[src/rtl/seq_signed_divider_pkg.sv]
// Shared arithmetic definitions for the sequential divider and its neighbours in the datapath.
// Holds state encodings, the default width and the fixed result patterns.
package seq_signed_divider_pkg;

   localparam int unsigned DEFAULT_W = 32;
   localparam int unsigned ST_W      = 3;

   typedef logic [ST_W-1:0] state_t;

   localparam logic [ST_W-1:0] ST_IDLE  = 3'd0;
   localparam logic [ST_W-1:0] ST_PREP  = 3'd1;
   localparam logic [ST_W-1:0] ST_ITER  = 3'd2;
   localparam logic [ST_W-1:0] ST_FIXUP = 3'd3;
   localparam logic [ST_W-1:0] ST_DONE  = 3'd4;

   localparam logic [DEFAULT_W-1:0] DIV0_QUOTIENT = '1;
   localparam logic [DEFAULT_W-1:0] OVF_QUOTIENT  = {1'b1, {(DEFAULT_W-1){1'b0}}};

   typedef struct packed {
      logic div_by_zero;
      logic overflow;
   } div_flags_t;

endpackage

[src/rtl/seq_signed_divider_if.sv]
// Start/busy/done handshake and operand/result bus of the sequential signed divider.
interface seq_signed_divider_if
   import seq_signed_divider_pkg::*;
#(
   parameter int unsigned W = DEFAULT_W
);
   logic             start;
   logic [2*W-1:0]   dividend;
   logic [W-1:0]     divisor;
   logic             busy;
   logic             done;
   logic [W-1:0]     quotient;
   logic [W-1:0]     remainder;
   logic             div_by_zero;
   logic             overflow;

   modport master (
      output start, dividend, divisor,
      input  busy, done, quotient, remainder, div_by_zero, overflow
   );

   modport slave (
      input  start, dividend, divisor,
      output busy, done, quotient, remainder, div_by_zero, overflow
   );
endinterface

[src/rtl/seq_signed_divider_twos_mag.sv]
// Conditional two's-complement negate. With neg_i tied to the value's MSB it yields the
// unsigned magnitude (the most negative value maps to 2^(WD-1) and stays unsigned).
module seq_signed_divider_twos_mag #(
   parameter int unsigned WD = 32
) (
   input  logic [WD-1:0] value_i,
   input  logic          neg_i,
   output logic [WD-1:0] result_c_o
);

   assign result_c_o = neg_i ? (~value_i + WD'(1)) : value_i;

endmodule

[src/rtl/seq_signed_divider.sv]
// Radix-2 restoring signed divider: 2W-bit dividend / W-bit divisor, one quotient bit per cycle.
// Works on unsigned magnitudes throughout; signs are applied once in FIXUP.
module seq_signed_divider
   import seq_signed_divider_pkg::*;
#(
   parameter int unsigned W = DEFAULT_W
) (
   input  logic                clk_i,
   input  logic                reset_i,
   seq_signed_divider_if.slave bus
);

   localparam int unsigned DW = 2 * W;
   localparam int unsigned CW = (W > 1) ? $clog2(W) : 1;
   localparam logic [W-1:0] OVF_Q = {1'b1, {(W-1){1'b0}}};

   state_t       state_q, state_d;
   logic [DW-1:0] dvd_q, dvd_d;
   logic [W-1:0]  dvs_q, dvs_d;
   logic [W-1:0]  dmag_q, dmag_d;
   logic [W-1:0]  prem_q, prem_d;
   logic [W-1:0]  sh_q, sh_d;
   logic [CW-1:0] cnt_q, cnt_d;
   logic          qneg_q, qneg_d;
   logic          rneg_q, rneg_d;
   logic          ovf_pend_q, ovf_pend_d;
   logic [W-1:0]  res_quo_q, res_quo_d;
   logic [W-1:0]  res_rem_q, res_rem_d;
   div_flags_t    res_flags_q, res_flags_d;
   logic [W-1:0]  quotient_q, quotient_d;
   logic [W-1:0]  remainder_q, remainder_d;
   div_flags_t    flags_q, flags_d;
   logic          busy_q, busy_d;
   logic          done_q, done_d;

   logic [DW-1:0] dvd_mag_c;
   logic [W-1:0]  dvs_mag_c;
   logic [W-1:0]  q_signed_c;
   logic [W-1:0]  r_signed_c;
   logic [W:0]    trial_c;
   logic          trial_ge_c;
   logic          q_range_ovf_c;

   seq_signed_divider_twos_mag #(.WD(DW)) u_dvd_mag (
      .value_i    (dvd_q),
      .neg_i      (dvd_q[DW-1]),
      .result_c_o (dvd_mag_c)
   );

   seq_signed_divider_twos_mag #(.WD(W)) u_dvs_mag (
      .value_i    (dvs_q),
      .neg_i      (dvs_q[W-1]),
      .result_c_o (dvs_mag_c)
   );

   seq_signed_divider_twos_mag #(.WD(W)) u_q_sign (
      .value_i    (sh_q),
      .neg_i      (qneg_q),
      .result_c_o (q_signed_c)
   );

   seq_signed_divider_twos_mag #(.WD(W)) u_r_sign (
      .value_i    (prem_q),
      .neg_i      (rneg_q),
      .result_c_o (r_signed_c)
   );

   // Next dividend bit enters from the low half, which doubles as the quotient shift register.
   assign trial_c    = {prem_q, sh_q[W-1]};
   assign trial_ge_c = (trial_c >= {1'b0, dmag_q});

   // A negative quotient may reach magnitude 2^(W-1); a positive one may not.
   assign q_range_ovf_c = qneg_q ? (sh_q[W-1] & (|sh_q[W-2:0])) : sh_q[W-1];

   always_comb begin
      state_d     = state_q;
      dvd_d       = dvd_q;
      dvs_d       = dvs_q;
      dmag_d      = dmag_q;
      prem_d      = prem_q;
      sh_d        = sh_q;
      cnt_d       = cnt_q;
      qneg_d      = qneg_q;
      rneg_d      = rneg_q;
      ovf_pend_d  = ovf_pend_q;
      res_quo_d   = res_quo_q;
      res_rem_d   = res_rem_q;
      res_flags_d = res_flags_q;
      quotient_d  = quotient_q;
      remainder_d = remainder_q;
      flags_d     = flags_q;
      done_d      = 1'b0;

      case (state_q)
         ST_IDLE: begin
            if (bus.start) begin
               dvd_d   = bus.dividend;
               dvs_d   = bus.divisor;
               flags_d = '0;
               state_d = ST_PREP;
            end
         end

         ST_PREP: begin
            qneg_d = dvd_q[DW-1] ^ dvs_q[W-1];
            rneg_d = dvd_q[DW-1];
            if (dvs_q == '0) begin
               res_quo_d   = '1;
               res_rem_d   = dvd_q[W-1:0];
               res_flags_d = '{div_by_zero: 1'b1, overflow: 1'b0};
               state_d     = ST_DONE;
            end else begin
               dmag_d      = dvs_mag_c;
               prem_d      = dvd_mag_c[DW-1:W];
               sh_d        = dvd_mag_c[W-1:0];
               ovf_pend_d  = (dvd_mag_c[DW-1:W] >= dvs_mag_c);
               cnt_d       = CW'(W - 1);
               res_flags_d = '0;
               state_d     = ST_ITER;
            end
         end

         ST_ITER: begin
            if (trial_ge_c) begin
               prem_d = W'(trial_c - {1'b0, dmag_q});
            end else begin
               prem_d = trial_c[W-1:0];
            end
            sh_d = {sh_q[W-2:0], trial_ge_c};
            if (cnt_q == '0) begin
               state_d = ST_FIXUP;
            end else begin
               cnt_d = cnt_q - CW'(1);
            end
         end

         ST_FIXUP: begin
            if (ovf_pend_q || q_range_ovf_c) begin
               res_quo_d   = OVF_Q;
               res_rem_d   = '0;
               res_flags_d = '{div_by_zero: 1'b0, overflow: 1'b1};
            end else begin
               res_quo_d   = q_signed_c;
               res_rem_d   = r_signed_c;
               res_flags_d = '0;
            end
            state_d = ST_DONE;
         end

         ST_DONE: begin
            quotient_d  = res_quo_q;
            remainder_d = res_rem_q;
            flags_d     = res_flags_q;
            done_d      = 1'b1;
            state_d     = ST_IDLE;
         end

         default: begin
            state_d = ST_IDLE;
         end
      endcase

      busy_d = (state_d == ST_PREP) || (state_d == ST_ITER) || (state_d == ST_FIXUP);
   end

   always_ff @(posedge clk_i) begin
      if (reset_i) begin
         state_q     <= ST_IDLE;
         dvd_q       <= '0;
         dvs_q       <= '0;
         dmag_q      <= '0;
         prem_q      <= '0;
         sh_q        <= '0;
         cnt_q       <= '0;
         qneg_q      <= 1'b0;
         rneg_q      <= 1'b0;
         ovf_pend_q  <= 1'b0;
         res_quo_q   <= '0;
         res_rem_q   <= '0;
         res_flags_q <= '0;
         quotient_q  <= '0;
         remainder_q <= '0;
         flags_q     <= '0;
         busy_q      <= 1'b0;
         done_q      <= 1'b0;
      end else begin
         state_q     <= state_d;
         dvd_q       <= dvd_d;
         dvs_q       <= dvs_d;
         dmag_q      <= dmag_d;
         prem_q      <= prem_d;
         sh_q        <= sh_d;
         cnt_q       <= cnt_d;
         qneg_q      <= qneg_d;
         rneg_q      <= rneg_d;
         ovf_pend_q  <= ovf_pend_d;
         res_quo_q   <= res_quo_d;
         res_rem_q   <= res_rem_d;
         res_flags_q <= res_flags_d;
         quotient_q  <= quotient_d;
         remainder_q <= remainder_d;
         flags_q     <= flags_d;
         busy_q      <= busy_d;
         done_q      <= done_d;
      end
   end

   assign bus.busy        = busy_q;
   assign bus.done        = done_q;
   assign bus.quotient    = quotient_q;
   assign bus.remainder   = remainder_q;
   assign bus.div_by_zero = flags_q.div_by_zero;
   assign bus.overflow    = flags_q.overflow;

endmodule

[src/flat_wrapper.sv]
// flat-port wrapper written by rule: the top's interface ports become plain ports
module seq_signed_divider_flat import seq_signed_divider_pkg::*;
#(
   parameter int unsigned W = DEFAULT_W
)
  (clk_i, reset_i, bus_start, bus_dividend, bus_divisor, bus_busy, bus_done, bus_quotient, bus_remainder, bus_div_by_zero, bus_overflow);
  seq_signed_divider_if #(.W(W)) bus_i ();
  input  logic clk_i;
  input  logic reset_i;
  input wire logic [$bits(bus_i.start)-1:0] bus_start;
  input wire logic [$bits(bus_i.dividend)-1:0] bus_dividend;
  input wire logic [$bits(bus_i.divisor)-1:0] bus_divisor;
  output wire logic [$bits(bus_i.busy)-1:0] bus_busy;
  output wire logic [$bits(bus_i.done)-1:0] bus_done;
  output wire logic [$bits(bus_i.quotient)-1:0] bus_quotient;
  output wire logic [$bits(bus_i.remainder)-1:0] bus_remainder;
  output wire logic [$bits(bus_i.div_by_zero)-1:0] bus_div_by_zero;
  output wire logic [$bits(bus_i.overflow)-1:0] bus_overflow;
  assign bus_i.start = bus_start;
  assign bus_i.dividend = bus_dividend;
  assign bus_i.divisor = bus_divisor;
  assign bus_busy = bus_i.busy;
  assign bus_done = bus_i.done;
  assign bus_quotient = bus_i.quotient;
  assign bus_remainder = bus_i.remainder;
  assign bus_div_by_zero = bus_i.div_by_zero;
  assign bus_overflow = bus_i.overflow;
  seq_signed_divider #(.W(W)) u_core (.clk_i(clk_i), .reset_i(reset_i), .bus(bus_i));
endmodule
[config.mk]
export PLATFORM = sky130hd
export DESIGN_NAME = seq_signed_divider_flat
export DESIGN_NICKNAME = d
export VERILOG_FILES = /design/src/rtl/seq_signed_divider_pkg.sv /design/src/rtl/seq_signed_divider_if.sv /design/src/rtl/seq_signed_divider_twos_mag.sv /design/src/rtl/seq_signed_divider.sv /design/src/flat_wrapper.sv
export SDC_FILE = /design/constraint.sdc
export NUM_CORES = 1
export LEC_CHECK = 0
export ABC_AREA = 1
export CAP_MARGIN = 20
export CELL_PAD_IN_SITES_DETAIL_PLACEMENT = 0
export CELL_PAD_IN_SITES_GLOBAL_PLACEMENT = 1
export CORE_UTILIZATION = 42
export DETAILED_ROUTE_END_ITERATION = 10
export PLACE_DENSITY_LB_ADDON = 0.1
export SYNTH_ARGS = -nofsm -noshare
export SYNTH_HDL_FRONTEND = slang
export SYNTH_SLANG_ARGS = --single-unit
[constraint.sdc]
create_clock -name clk_i -period 2.95 [get_ports clk_i]
set_input_delay 0.4425 -clock clk_i [delete_from_list [all_inputs] [get_ports clk_i]]
set_output_delay 0.4425 -clock clk_i [all_outputs]
set_load 0.005 [all_outputs]
Word level (Yosys, flattened, before mapping). Index checks and enable logic that the tools add are counted.

Input port bits: 99. Logic and storage cells: 91. Bits in registers: 337.

Bitwise gates (word level): 7. Add/subtract/negate cells: 6. Equality and inequality tests: 11. Muxes and demuxes: 29. Reduce and logical (&&, ||, !) cells: 16. $lt $le $gt $ge: 2.

Operators with widths (number): two-way mux 32 bit (10); case mux 32 bit (2 select lines) (4); adder 32 x 1 -> 32 bit, second input constant (3); NOT 32 bit (3); adder 64 x 1 -> 64 bit, second input constant (1); two-way mux 64 bit (1); NOT 64 bit (1); >= comparator 33 x 32 -> 1 bit (1); >= comparator 32 bit (1); logical NOT 32 bit (1); subtractor 32 bit (1); OR reduction 31 bit (1); equality test 3 x 2 -> 1 bit, second input constant (4); case mux 3 bit (4 select lines) (1); two-way mux 5 bit (2); case mux 5 bit (2 select lines) (1); AND reduction 2 bit (5); two-way mux 3 bit (3); case mux 2 bit (2 select lines) (2); equality test 3 x 1 -> 1 bit, second input constant (2); != test 2 bit, second input constant (3); nonzero test 2 bit (3); logical NOT 5 bit (1); subtractor 5 x 1 -> 5 bit, second input constant (1); other kinds (10) (15).

Depth between registers and ports, before layout.
Depth after elaboration: 6. Gate-level depth with buffers: 23. Gate-level depth less buffers: 23.

Modules after synthesis. Synthesis repeated with hierarchy kept, for this count alone.

Cell total of the unflattened synthesis: 3629. Area, all modules: 22614.2 um^2.

By module, submodules not included: seq_signed_divider (cells an instance 2450, instances 1, area each 16822.4 um^2); seq_signed_divider_twos_mag at u_core.u_dvs_mag ... (cells an instance 227, instances 3, area each 1108.6 um^2); seq_signed_divider_twos_mag at u_core.u_dvd_mag (cells an instance 498, instances 1, area each 2466.1 um^2).

Least setup slack after synthesis. Ideal clock, no wire load.

Kind: register -> register. From: reg u_core.dvd_q[3]. To: reg u_core.ovf_pend_q. Slack: 0.452 ns. Cell stages (with the launch flop): 23. Period minus slack after synthesis: 2.498 ns. Arrival time: 2.428 ns. Library setup time: 0.070 ns. Buffers on the path: 0. Path through: dfxtp_1 -> nor2_1 -> nand2_1 -> nor2_4 -> nand3b_1 -> inv_2 -> nand2_1 -> nor2_2 -> nand2_1 -> nand2_1 -> nand2_1 -> and2_1 -> ha_1 -> nand2_1 -> inv_1 -> nand3_1 -> nor3_1 -> nand2_1 -> nand2_1 -> nand2_1 -> nand3_1 -> nand2_1 -> a21oi_1.

Word-level cells in the longest chain between the ends: 4.

RTL lines: start: declaration (line seq_signed_divider.sv:18) `logic [DW-1:0] dvd_q, dvd_d;`; start signal: assignment (line seq_signed_divider.sv:188) `dvd_q <= dvd_d;`; NOT 64 bit (line seq_signed_divider_twos_mag.sv:11) `assign result_c_o = neg_i ? (~value_i + WD'(1)) : value_i;`; adder 64 x 1 -> 64 bit (line seq_signed_divider_twos_mag.sv:11); two-way mux 64 bit (line seq_signed_divider_twos_mag.sv:11); >= comparator 32 bit (line seq_signed_divider.sv:116) `ovf_pend_d = (dvd_mag_c[DW-1:W] >= dvs_mag_c);`; end signal: assignment (line seq_signed_divider.sv:196) `ovf_pend_q <= ovf_pend_d;`; end: declaration (line seq_signed_divider.sv:26) `logic ovf_pend_q, ovf_pend_d;`.

No other way between the ends. A chain may end at the register's enable or synchronous reset.

Worst setup path after layout.
From: reg u_core.dvd_q[34]. To: reg u_core.ovf_pend_q.

Word-level cells in the longest chain between the ends: 4.

RTL lines (line): NOT 64 bit (seq_signed_divider_twos_mag.sv:11); adder 64 x 1 -> 64 bit (seq_signed_divider_twos_mag.sv:11); two-way mux 64 bit * (seq_signed_divider_twos_mag.sv:11); >= comparator 32 bit * (seq_signed_divider.sv:116).

Mark *: on every way between the ends. The rest lies on a longest branch, timed or not.

==> metrics.txt <==
status=complete, no violations; Port Buffers=166; WL final=85740 µm; Max-Slew Margin vs Limit=42.95%; Die X-Extent=226.4 µm; power share of the clock group=27.3%; clock skew=0.02521 ns; Post-Syn Area=21160 µm²; Top FF cell, synth=dfxtp_1; Tightest Pin Transition=0.8469 ns; Vias=23190; Worst Path Arrival=3.22 ns; Max-Cap Viols=0; fillers=5093; syn nets=3498; minimum clock period=2.771 ns; Tot GR Track Use=33.17%; Min Hold Slack=0.2734 ns; R2R cell count=19; RePlAce Congestion=1.001; EDFF count, synth=0; P per Cell Area=709.7 nW/µm²; pre-CTS WS=0.05437 ns; Worst-path clk slew=0.07 ns; total power draw=0.01851 W; diode count=0; Max Transition Viols Final=0; initial drt markers=2400; worst r2r src=u_core.dvd_q[34]; sequential share of power=29.0%; Worst setup EP type=flop; Combinational Power Share=43.6%; CTS Root Cell=clkbuf_16; Ports=167; Req. time, crit path=3.40 ns; clock buffer count from CTS=41; gr ovfl total=0; first-pass GRT wire length=128100 µm; HPWL after DPL=67660 µm; synth warn=0; worst skew pair latency=0.59 ns; drt pass-1 iters=6; row cnt=81; H-tree depth=2; drt drc=0; antenna violations before repair=0; synth-to-layout area growth=23.26%; post-synth cell types=57; count of final setup violators=0; P_leak=11.63 nW; vias in the first global route=21330; worst min path class=in -> reg; nets=3731; initial core utilization=42.87%; Syn Area/Cell=6.356 µm²; switching power total=0.007961 W; final period utilization=93.93%; Cells after Synth=3329; critical path fanouts, max=3; internal power=0.01055 W; die height=226.4 µm; core area=49360 µm²; die area=51280 µm²; Detail Route Antenna Nets=0; part of the Yosys area used for sequential elements=31.89%; Worst Hold Path Cells=4; WL/cell=20.15 µm; CTS tree=yes; clk sinks=337; CP Class=reg -> reg; reg2reg setup slack=0.18 ns; worst reg2reg endpoint=u_core.ovf_pend_q; maximum clock rate=360.9 MHz; Hold Fails Final Rpt=0; Hold Path End=u_core.prem_q[18]; Yosys reg bits=337; Clock Tree Buf Depth=3; asr flop ratio synth=0%; setup slack after layout=0.1790 ns; Startpoint Class=flop; worst hold path startpoint=reset_i; maximum vdd drop=399.8 µV; ratio of cells with drive above 1 in the final layout=10.72%; largest net degree at the start of global routing=83; sw frac=43.02%; vias per inst=5.449
-- sequential cells by signal (all words and copies together) (netlist names), 2 cells and up --
signal,count
u_core.bus.quotient,32
u_core.bus.remainder,32
u_core.cnt_q,5
u_core.dmag_q,32
u_core.dvd_q,64
u_core.dvs_q,32
u_core.prem_q,32
u_core.res_flags_q,2
u_core.res_quo_q,32
u_core.res_rem_q,32
u_core.sh_q,32
u_core.state_q,3
-- placed cells by master, fill, tap and decap left out, drive strengths merged, types with 3 or more instances in the layout --
cell           netlist  routed
nor4                 3       3
clkinvlp             0       4
o22ai                4       4
nor2               455     455
a21boi               7       7
nand3b              16      16
or2                  5       5
clkinv               2       8
nand2              769     769
and2                12      12
ha                  69      69
buf                 51     173
a31oi               13      13
o211ai               4       4
o21ai              361     361
o221ai               4       4
clkdlybuf4s50        0     165
nand3              224     224
nor3                28      28
a21oi              294     294
xnor2               12      12
o21a                 4       4
nand4               42      42
inv                389     393
o21bai               5       5
clkbuf              97      56
xor2                93      93
a221oi              14      14
o31ai                3       3
dfxtp              337     337
a211oi               4       4
-- how the worst max path moves through the flow --
stage	start	to	slack [ns]	depth (start not counted)
6_report	u_core.dvd_q[34]	u_core.ovf_pend_q	0.18	19
5_1_grt	u_core.dvs_q[0]	u_core.ovf_pend_q	-0.03	16
4_1_cts	u_core.dvd_q[1]	u_core.ovf_pend_q	0.04	18
3_5_place_dp	u_core.dvd_q[1]	u_core.ovf_pend_q	0.05	18
3_3_place_gp	u_core.dvd_q[29]	u_core.ovf_pend_q	0.06	17
2_1_floorplan	u_core.dvd_q[3]	u_core.ovf_pend_q	0.45	22
-- timing repair --
action                     4_1_cts  5_1_grt
hold buffers                     0        0
setup buffers                    0       12
gates resized for setup          0       92
setup endpoints to repair        0        1
hold endpoints to repair         0        0
-- Yosys cell counts, types with 5 or more instances --
cell | n | area (µm²)
nand2_1 | 756 | 2838
nor2_1 | 431 | 1618
inv_1 | 374 | 1404
o21ai_0 | 346 | 1732
dfxtp_1 | 337 | 6746
a21oi_1 | 288 | 1441
nand3_1 | 220 | 1101
clkbuf_1 | 97 | 364.1
xor2_1 | 92 | 805.8
ha_1 | 69 | 863.3
nand4_1 | 40 | 250.2
buf_2 | 31 | 155.2
nor3_1 | 23 | 115.1
nand3b_1 | 16 | 120.1
nor2_2 | 16 | 100.1
inv_2 | 15 | 56.30
a221oi_1 | 14 | 122.6
a31oi_1 | 13 | 81.33
o21ai_1 | 13 | 65.06
and2_1 | 12 | 75.07
xnor2_1 | 12 | 105.1
nand2_2 | 10 | 62.56
buf_1 | 8 | 30.03
a21boi_0 | 7 | 52.55
buf_4 | 7 | 52.55
a21oi_2 | 6 | 52.55
nor2_4 | 5 | 56.30
o21bai_1 | 5 | 37.54
-- worst max-delay path, stage by stage, from the launching register on --
cell and delay, ns:
dfxtp_1 0.31, buf_4 0.14, nor2_1 0.16, nand2_1 0.14
nor2_2 0.17, nand2_1 0.12, nor2_1 0.11, nand2_1 0.14
xor2_1 0.19, a21boi_0 0.19, ha_1 0.26, nand2_1 0.06
inv_1 0.05, o21ai_0 0.07, nand2_1 0.08, a21oi_2 0.14
o21a_1 0.12, nand3_1 0.07, nand2_1 0.07, a21oi_2 0.05
-- cell type report --
cell class              count  area, µm²  area share [%]
repair buffers            338       3085           11.83
inverters                 391       1475           5.657
multi-input cells        2453      12600           48.31
clock inverters            16      201.4          0.7724
flip-flops and latches    337       6754           25.90
clock buffers              56       1132           4.342
well taps                 664      830.8           3.186
-- stage by stage --
step	area (µm²)	util, %	setup TNS [ns]	cells
3_3_place_gp	24350	49.33	0	4171
2_1_floorplan	21160	-	0	3329
4_1_cts	25680	52.03	0	4243
3_5_place_dp	24350	49.33	0	4171
6_report	26080	52.84	0	4255
5_1_grt	26080	52.84	-0.03087	4255
-- cell families after synthesis --
logic type,after synthesis,share of synthesized area (%)
adders and majority gates,70,4.175
DFF,337,31.89
buffers and inverters,539,10.07
AOI/OAI and AO/OA,722,18.10
and+or+nand+nor,1556,31.40
xor gates and xnor gates,105,4.382
-- metal layers --
| layer | vias to the layer above | part of all wire [%] | global-route usage (%) |
|---|---|---|---|
| li1 | 11250 | - | - |
| met1 | 10930 | 48 | 49.32 |
| met2 | 877 | 42 | 49.04 |
| met3 | 125 | 7.7 | 5.093 |
| met4 | 0 | 2.5 | 9.089 |
| met5 | - | 0 | 0 |
-- power by group through the flow --
stage	registers, W	logic [W]	clock network, W
after floorplan	0.00530	0.00507	0
after global placement	0.00543	0.00766	0
after detailed placement	0.00544	0.00768	0
after CTS	0.00534	0.00772	0.00514
after global routing	0.00541	0.00886	0.00533
final	0.00537	0.00808	0.00506
Power figures use the tool's default switching activity.
